## src/rtl/adder4_accum_pkg.sv

```systemverilog
// Shared types and helpers for the adder4 frame accumulator.
// Build macro ADDER4_ACCUM_SAT_EN selects saturating instead of wrapping accumulation.
package adder4_accum_pkg;

    localparam int unsigned SAMPLE_W = 5;
    localparam int unsigned CNT_W    = 8;

    typedef enum logic [1:0] {
        ST_IDLE = 2'd0,
        ST_ACC  = 2'd1,
        ST_HOLD = 2'd2
    } state_e;

    // clamp=1 means the next acc is forced to all-ones instead of the wrapped sum
    typedef struct packed {
        logic ovf;
        logic clamp;
    } acc_ctl_t;

    function automatic acc_ctl_t acc_next_ctl(input logic carry, input logic ovf_prev);
        acc_ctl_t ctl;
        ctl.ovf = ovf_prev | carry;
`ifdef ADDER4_ACCUM_SAT_EN
        ctl.clamp = ctl.ovf;
`else
        ctl.clamp = 1'b0;
`endif
        return ctl;
    endfunction

endpackage

```

## src/rtl/adder4_frame_accum_sat_add.sv

```systemverilog
// accum_sat_add: combinational ACC_W-bit accumulate step with a zero-extended 5-bit sample.
// Wrap or saturate on overflow is chosen by ADDER4_ACCUM_SAT_EN through the package helper.
module accum_sat_add
    import adder4_accum_pkg::*;
#(
    parameter int unsigned ACC_W = 12
) (
    input  logic [ACC_W-1:0]    acc_i,
    input  logic [SAMPLE_W-1:0] sample_i,
    input  logic                ovf_i,
    output logic [ACC_W-1:0]    sum_o,
    output logic                ovf_o
);

    logic [ACC_W:0] raw;
    acc_ctl_t       ctl;

    always_comb begin
        raw   = {1'b0, acc_i} + (ACC_W+1)'(sample_i);
        ctl   = acc_next_ctl(raw[ACC_W], ovf_i);
        sum_o = ctl.clamp ? '1 : raw[ACC_W-1:0];
        ovf_o = ctl.ovf;
    end

endmodule

```

## src/rtl/adder4_frame_accum.sv

```systemverilog
// adder4_frame_accum: sums frames of {cout,sum} adder samples and hands out one result per frame.
// ADDER4_ACCUM_SAT_EN (see package) switches the accumulator from wrapping to saturating.
module adder4_frame_accum
    import adder4_accum_pkg::*;
#(
    parameter int unsigned ACC_W     = 12,
    parameter int unsigned FRAME_LEN = 8
) (
    input  logic             clk,
    input  logic             rst,
    input  logic             in_valid,
    output logic             in_ready,
    input  logic [3:0]       in_sum,
    input  logic             in_cout,
    input  logic             flush,
    output logic             out_valid,
    input  logic             out_ready,
    output logic [ACC_W-1:0] out_total,
    output logic [CNT_W-1:0] out_count,
    output logic             out_ovf
);

    state_e           state_q, state_d;
    logic [ACC_W-1:0] acc_q, acc_d, add_base, add_sum;
    logic [CNT_W-1:0] cnt_q, cnt_d, cnt_inc;
    logic             ovf_q, ovf_d, ovf_base, add_ovf;
    logic             accept, last;

    assign accept = in_valid && in_ready;

    // A new frame starts from zero, so IDLE feeds the adder a cleared base and flag
    assign add_base = (state_q == ST_IDLE) ? '0 : acc_q;
    assign ovf_base = (state_q == ST_ACC) && ovf_q;
    assign cnt_inc  = ((state_q == ST_IDLE) ? '0 : cnt_q) + CNT_W'(1);
    assign last     = (cnt_inc == CNT_W'(FRAME_LEN));

    accum_sat_add #(
        .ACC_W(ACC_W)
    ) u_add (
        .acc_i   (add_base),
        .sample_i({in_cout, in_sum}),
        .ovf_i   (ovf_base),
        .sum_o   (add_sum),
        .ovf_o   (add_ovf)
    );

    always_comb begin
        state_d = state_q;
        acc_d   = acc_q;
        cnt_d   = cnt_q;
        ovf_d   = ovf_q;
        case (state_q)
            ST_IDLE, ST_ACC: begin
                if (accept) begin
                    acc_d   = add_sum;
                    cnt_d   = cnt_inc;
                    ovf_d   = add_ovf;
                    state_d = (last || flush) ? ST_HOLD : ST_ACC;
                end else if (flush && state_q == ST_ACC) begin
                    state_d = ST_HOLD;
                end
            end
            ST_HOLD: begin
                if (out_ready) begin
                    state_d = ST_IDLE;
                end
            end
            default: state_d = ST_IDLE;
        endcase
    end

    always_ff @(posedge clk) begin
        if (rst) begin
            state_q <= ST_IDLE;
            acc_q   <= '0;
            cnt_q   <= '0;
            ovf_q   <= 1'b0;
        end else begin
            state_q <= state_d;
            acc_q   <= acc_d;
            cnt_q   <= cnt_d;
            ovf_q   <= ovf_d;
        end
    end

    assign in_ready  = (state_q != ST_HOLD);
    assign out_valid = (state_q == ST_HOLD);
    assign out_total = acc_q;
    assign out_count = cnt_q;
    assign out_ovf   = ovf_q;

endmodule

```

## config.mk

```make
export PLATFORM = sky130hd
export DESIGN_NAME = adder4_frame_accum
export DESIGN_NICKNAME = d
export VERILOG_FILES = /design/src/rtl/adder4_accum_pkg.sv /design/src/rtl/adder4_frame_accum_sat_add.sv /design/src/rtl/adder4_frame_accum.sv
export SDC_FILE = /design/constraint.sdc
export NUM_CORES = 1
export LEC_CHECK = 0
export ABC_AREA = 0
export BUFFER_PORTS_ARGS = -buffer_cell sky130_fd_sc_hd__buf_2
export CORE_UTILIZATION = 35
export DETAILED_ROUTE_END_ITERATION = 16
export SLEW_MARGIN = 20
export SYNTH_ARGS = -nofsm -noshare
export SYNTH_HDL_FRONTEND = slang
export SYNTH_SLANG_ARGS = --single-unit
export TNS_END_PERCENT = 30
```

## constraint.sdc

```tcl
create_clock -name clk -period 2.6 [get_ports clk]
set_input_delay 0.52 -clock clk [delete_from_list [all_inputs] [get_ports clk]]
set_output_delay 0.52 -clock clk [all_outputs]
set_load 0.02 [all_outputs]
```

After elaboration in Yosys (flattened, before gate mapping)

Index checks and enable logic that the tools add are counted.

Output and inout port bits: 23
Input bits: 10
Register bits after elaboration: 23
Logic and storage cells: 28

Equal/unequal tests: 6
Muxes and demuxes: 7
Reduce and logical (&&, ||, !) cells: 8
Bitwise logic cells: 1
Add/sub/neg operators: 2

Operators by type and width:

| operator            | count |
|---|---|
| $add 12x5->13       | 1 |
| $mux 12             | 1 |
| $add 8x1->8 const B | 1 |
| $eq 8x4->1 const B  | 1 |
| $mux 2              | 4 |
| $mux 8              | 1 |
| $pmux 2 s2          | 1 |
| $reduce_and 2->1    | 2 |
| $logic_and 1x1->1   | 3 |
| $ne 3x3->1 const B  | 1 |
| $eq 2x1->1 const B  | 1 |
| $eq 2x2->1 const B  | 1 |
| $logic_not 2->1     | 1 |
| $ne 2x1->1 const B  | 1 |
| $ne 2x2->1 const B  | 1 |
| $reduce_or 2->1     | 1 |
| $logic_or 1x1->1    | 1 |
| $or 1x1->1          | 1 |

Depth between registers and ports, before layout

Depth in word-level cells: 8
Depth in mapped cells: 13
Mapped depth without buffers: 10

By module

From an unflattened synthesis, not the netlist that was laid out.

Cells, all modules: 201
Area total of the unflattened synthesis: 1600.3 µm²

By module, submodules not included:

| module             | area an instance (µm²) | seq. area each (µm²) | times used | cells an instance |
|---|---|---|---|---|
| adder4_frame_accum | 1157.4                 | 460.4                | 1          | 145 |
| accum_sat_add      | 442.9                  | 0.0                  | 1          | 56 |

Least setup slack after synthesis

OpenSTA, ideal clock, no wires.

Path type: register -> register
From: register state_q[0]
To: register acc_q[6] (netlist: out_total[6])
Data required time: 2485 ps
Cell stages (with the launch flop): 14
Setup slack: 234 ps
Path buffers: 3
Setup time: 115 ps
Arrival: 2250 ps
Clock period less this slack: 2366 ps
Path through: dfxtp_1 -> buf_4 -> or2_1 -> buf_2 -> buf_2 -> and2_1 -> ha_1 -> inv_1 -> fa_1 -> nor2b_1 -> o2111ai_1 -> nand2_1 -> a21oi_1 -> o21ba_2

Word-level cells in the longest chain between the ends: 3
Elaborated cells between the ends (all ways): 8
Classes of those cells: 1 x add/sub; 2 x eq/ne; 1 x mux; 4 x reduce/logical

Ends and longest elaborated chain:

| what                                              | line                                               | text |
|---|---|---|
| start: declaration                                | adder4_frame_accum.sv:23                           | `state_e state_q, state_d;` |
| start signal: assignment                          | adder4_frame_accum.sv:79                           | `state_q <= state_d;` |
| $logic_not 2->1, or another cell as far along     | adder4_frame_accum.sv:32, adder4_frame_accum.sv:52 |  |
| $mux 12, or another cell as far along             | adder4_frame_accum.sv:32                           | `assign add_base = (state_q == ST_IDLE) ? '0 : acc_q;` |
| $add 12x5->13 or $reduce_and 2->1 (tied branches) | n/a                                                |  |
| end signal: assignment                            | adder4_frame_accum.sv:75                           | `acc_q <= '0;` |
| end signal: assignment                            | adder4_frame_accum.sv:80                           | `acc_q <= acc_d;` |
| end: declaration                                  | adder4_frame_accum.sv:24                           | `logic [ACC_W-1:0] acc_q, acc_d, add_base, add_sum;` |

Several ways; a longest one is shown, not always the timed one.
A chain may end at the register's enable or synchronous reset.

Worst setup path after layout

From: register state_q[1]
To: register state_q[1]

Word-level cells in the longest chain between the ends: 8
Elaborated cells between the ends (all ways): 17
Classes of those cells: 1 x add/sub; 6 x eq/ne; 4 x mux; 6 x reduce/logical

Ends and longest elaborated chain:

| what             | line                                               | text |
|---|---|---|
| $logic_not 2->1  | adder4_frame_accum.sv:34, adder4_frame_accum.sv:52 |  |
| $mux 8           | adder4_frame_accum.sv:34                           | `assign cnt_inc = ((state_q == ST_IDLE) ? '0 : cnt_q) + CNT_W'(1);` |
| $add 8x1->8      | adder4_frame_accum.sv:34                           |  |
| $eq 8x4->1       | adder4_frame_accum.sv:35                           | `assign last = (cnt_inc == CNT_W'(FRAME_LEN));` |
| $logic_or 1x1->1 | adder4_frame_accum.sv:58                           | `state_d = (last \|\| flush) ? ST_HOLD : ST_ACC;` |
| $mux 2           | adder4_frame_accum.sv:58                           |  |
| $mux 2           | adder4_frame_accum.sv:54                           | `if (accept) begin` |
| $pmux 2 s2       | adder4_frame_accum.sv:52                           | `case (state_q)` |

Several ways; a longest one is shown, not always the timed one.

==> summary.md <==
| Metric | Value |
|---|---|
| Antenna Nets Post-Route | `0` |
| Arrival time worst endpoint | `2.39 ns` |
| Distinct cells, synth | `42` |
| Crit path time final | `2.24 ns` |
| Largest net degree at the start of global routing | `26` |
| Fin area | `1660 sq um` |
| Top-Level Pins | `33` |
| Req. time, crit path | `2.74 ns` |
| Setup repair after global routing missed its margin | `false` |
| Cell accounting for the most synthesized area | `sky130_fd_sc_hd__dfxtp_1` |
| Core Area | `3770 sq um` |
| Number of max-capacitance violations reported | `0` |
| Die X-Extent | `65.6 microns` |
| Dominant register cell in the synthesized netlist | `sky130_fd_sc_hd__dfxtp_1` |
| VDD IR-drop max | `241 uV` |
| Net total in the final layout | `230` |
| Area Overhead vs Synth | `17.2%` |
| Number of CTS-inserted buffers | `3` |
| HPWL after detailed placement | `2430 microns` |
| Y dimension of the die | `65.6 microns` |
| Total routed wirelength | `3400 microns` |
| Postcts setup bufs | `0` |
| Startpoint Class | `register` |
| Synthesized netlist cell count | `181` |
| Mean instance size in the synthesized netlist | `7.83 sq um` |
| Class of the tightest hold or removal check | `register to register` |
| Number of max-slew violations in the final report | `0` |
| Iteration count of the initial detailed-routing pass | `6` |
| Port Buf Inserts | `32` |
| Total gr overflow | `0` |
| Worst-path fanout max | `10` |
| Instance area at placement | `1620 sq um` |
| Clock latency on the worst-skew pair | `0.27 ns` |
| Via density per instance | `5.20` |
| Maximum achievable frequency | `446 MHz` |
| Run status | `finished clean` |
| Number of synthesized flops with an enable pin | `0` |
| Reg2Reg Launch Point | `state_q[1]$_SDFFE_PP0P_` |
| Tightest Pin Transition | `0.588 ns` |
| Fraction of final layout cells sized beyond drive strength 1 | `0.208` |
| GR peak layer | `met2` |
| Max-slew headroom | `0.608` |
| Share of the yosys chip area belonging to registers | `0.325` |
| Areal power density over the cells | `444 nW/um^2` |
| Initial DRC Count | `124` |
| Storage element area | `460 sq um` |
| Worst Hold Slack | `0.472 ns` |
| Average wire length per cell after detail routing | `13.1 microns` |
| Count of vias placed by the detailed router | `1351` |
| Flops & latches, synth | `23` |
| # clock sinks | `23` |
| Via count of the first global-routing pass | `1281` |
| Share of the clock period used by the worst path after layout | `0.863` |
| Number of diodes added for antenna fixing | `0` |
| CP Capture Type | `register` |
| Number of fill cells in the layout | `396` |
| Number of remaining DRC errors | `0` |
| Final TNS setup | `0 ns` |
| Maximum clock insertion buffer count | `2` |
| Clk slew on worst S/H paths | `0.09 ns` |
| DIE AREA | `4310 sq um` |
| Origin of the worst min-delay path | `out_total[3]$_SDFFE_PP0P_` |
| Syn Nets | `198` |
| Number of failing hold endpoints at the final stage | `0` |
| Top-count cell post-synth | `sky130_fd_sc_hd__nand2_1` |
| Cell area after synthesis | `1420 sq um` |
| Post-layout power | `737 uW` |
| Top cells by count, synth | `28 x sky130_fd_sc_hd__nand2_1, 25 x sky130_fd_sc_hd__nor2_1, 23 x sky130_fd_sc_hd__dfxtp_1` |
| CTS tree | `yes` |
| Synth top area share | `0.325` |
| Met3 usage in global routing | `0.0417` |
| Starting Density | `0.376` |
| Final GP Congestion | `0.816` |
| Clock skew after layout | `0.00214 ns` |
| Total Routing Usage GR | `0.174` |
| Fraction of met2 tracks used by global routing | `0.285` |
| Critical path launch point | `state_q[1]$_SDFFE_PP0P_` |
| Post-CTS resize count | `0` |
| Deepest level of the CTS H-tree | `1` |
| Yosys warnings | `0` |
| Number of cell rows | `22` |
| Type of the worst setup path | `register to register` |
| Share of synthesized flip-flops with an asynchronous set or reset | `0` |
| Hold_buf cts | `0` |
| Cell types occupying the most area after synthesis | `sky130_fd_sc_hd__dfxtp_1 33%, sky130_fd_sc_hd__nand2_1 7.4%, sky130_fd_sc_hd__nor2_1 6.6%` |
| Antenna violations before repair | `0` |
| Clock tree root driver cell | `sky130_fd_sc_hd__clkbuf_8` |
| Setup violations, final | `0` |
| Area used by multi-input combinational logic | `878 sq um` |
| Leakage dissipation | `0.742 nW` |
| Met1 Resource Use GR | `0.230` |
| Global-route wire length before repair | `5840 microns` |
-- layout make-up --
type / count / share of cell area
Clock buffer: 4 / 0.0271
Multi-Input combinational cell: 142 / 0.529
Timing Repair Buffer: 36 / 0.115
Tap cell: 48 / 0.0362
Inverter: 7 / 0.0158
Sequential cell: 23 / 0.277
-- final timing paths --
kind,to,slack (ns),depth (start not counted)
worst min register to register,out_total[3]$_SDFFE_PP0P_,0.47,2
worst max register to register,state_q[1]$_SDFFE_PP0P_,0.36,8
worst max-delay path,state_q[1]$_SDFFE_PP0P_,0.36,8
worst min-delay path,out_total[3]$_SDFFE_PP0P_,0.47,2
-- routing by layer --
| metal | share of wire | up-vias |
|---|---|---|
| li1 | - | 699 |
| met4 | 0.0094 | 0 |
| met1 | 0.51 | 612 |
| met3 | 0.050 | 4 |
| met5 | 0 | - |
| met2 | 0.43 | 36 |
-- power breakdown --
group	total [mW]	leakage [nW]	switching, mW	internal (mW)
Clock	0.232	0.0228	0.123	0.110
Sequential	0.371	0.187	0.00893	0.362
Combinational	0.133	0.532	0.0868	0.0465
-- critical path, cell delays in order, from the launching register on --
cell                        delay [ns]
sky130_fd_sc_hd__dfxtp_1          0.31
sky130_fd_sc_hd__or2_1            0.29
sky130_fd_sc_hd__buf_4            0.20
sky130_fd_sc_hd__and2_1           0.16
sky130_fd_sc_hd__ha_1             0.25
sky130_fd_sc_hd__and3b_1          0.18
sky130_fd_sc_hd__o2111ai_1        0.22
sky130_fd_sc_hd__a311oi_2         0.09
sky130_fd_sc_hd__o41a_1           0.42
-- registers in the layout (all words and copies together) (netlist names) --
register	count
state_q	2
out_total	12
out_count	8
out_ovf	1
-- through the flow --
step                      setup WS (ns)  std cells  utilization
after floorplan                   0.234        181            -
after global placement            0.416        256        0.428
after detailed placement          0.373        256        0.428
after CTS                         0.360        260        0.440
after global routing              0.176        260        0.440
final                             0.356        260        0.440
-- logic make-up (layout without fill, tap and decap cells) --
family / after synthesis / after routing / share of synthesized area
xor gates and xnor gates: 6 / 6 / 0.0371
adders and majority gates: 7 / 7 / 0.0671
buffers and inverters: 16 / 47 / 0.0548
AOI/OAI and AO/OA: 46 / 46 / 0.242
and+or+nand+nor: 83 / 83 / 0.274
DFF: 23 / 23 / 0.325
-- cells in the final DEF (no fill, tap or decap), types with 2 or more instances in the layout --
cell / synthesis / routed
sky130_fd_sc_hd__a21oi_1: 14 / 14
sky130_fd_sc_hd__xor2_1: 2 / 2
sky130_fd_sc_hd__ha_1: 6 / 6
sky130_fd_sc_hd__a211oi_1: 4 / 4
sky130_fd_sc_hd__nand4_1: 3 / 3
sky130_fd_sc_hd__nor2b_1: 2 / 2
sky130_fd_sc_hd__o31ai_1: 2 / 2
sky130_fd_sc_hd__dfxtp_1: 23 / 23
sky130_fd_sc_hd__buf_4: 1 / 4
sky130_fd_sc_hd__nand2b_1: 3 / 3
sky130_fd_sc_hd__nand2_1: 28 / 28
sky130_fd_sc_hd__clkbuf_8: 0 / 3
sky130_fd_sc_hd__o21ai_0: 9 / 9
sky130_fd_sc_hd__inv_1: 7 / 7
sky130_fd_sc_hd__buf_2: 5 / 32
sky130_fd_sc_hd__nor2_1: 25 / 25
sky130_fd_sc_hd__xnor2_1: 4 / 4
sky130_fd_sc_hd__nand3b_1: 2 / 2
sky130_fd_sc_hd__and3_1: 2 / 2
sky130_fd_sc_hd__nand3_1: 4 / 4
sky130_fd_sc_hd__o2111ai_1: 4 / 4
sky130_fd_sc_hd__nor3_1: 2 / 2
sky130_fd_sc_hd__and2_1: 8 / 8
Note: power is estimated with default switching activity, not from simulation.
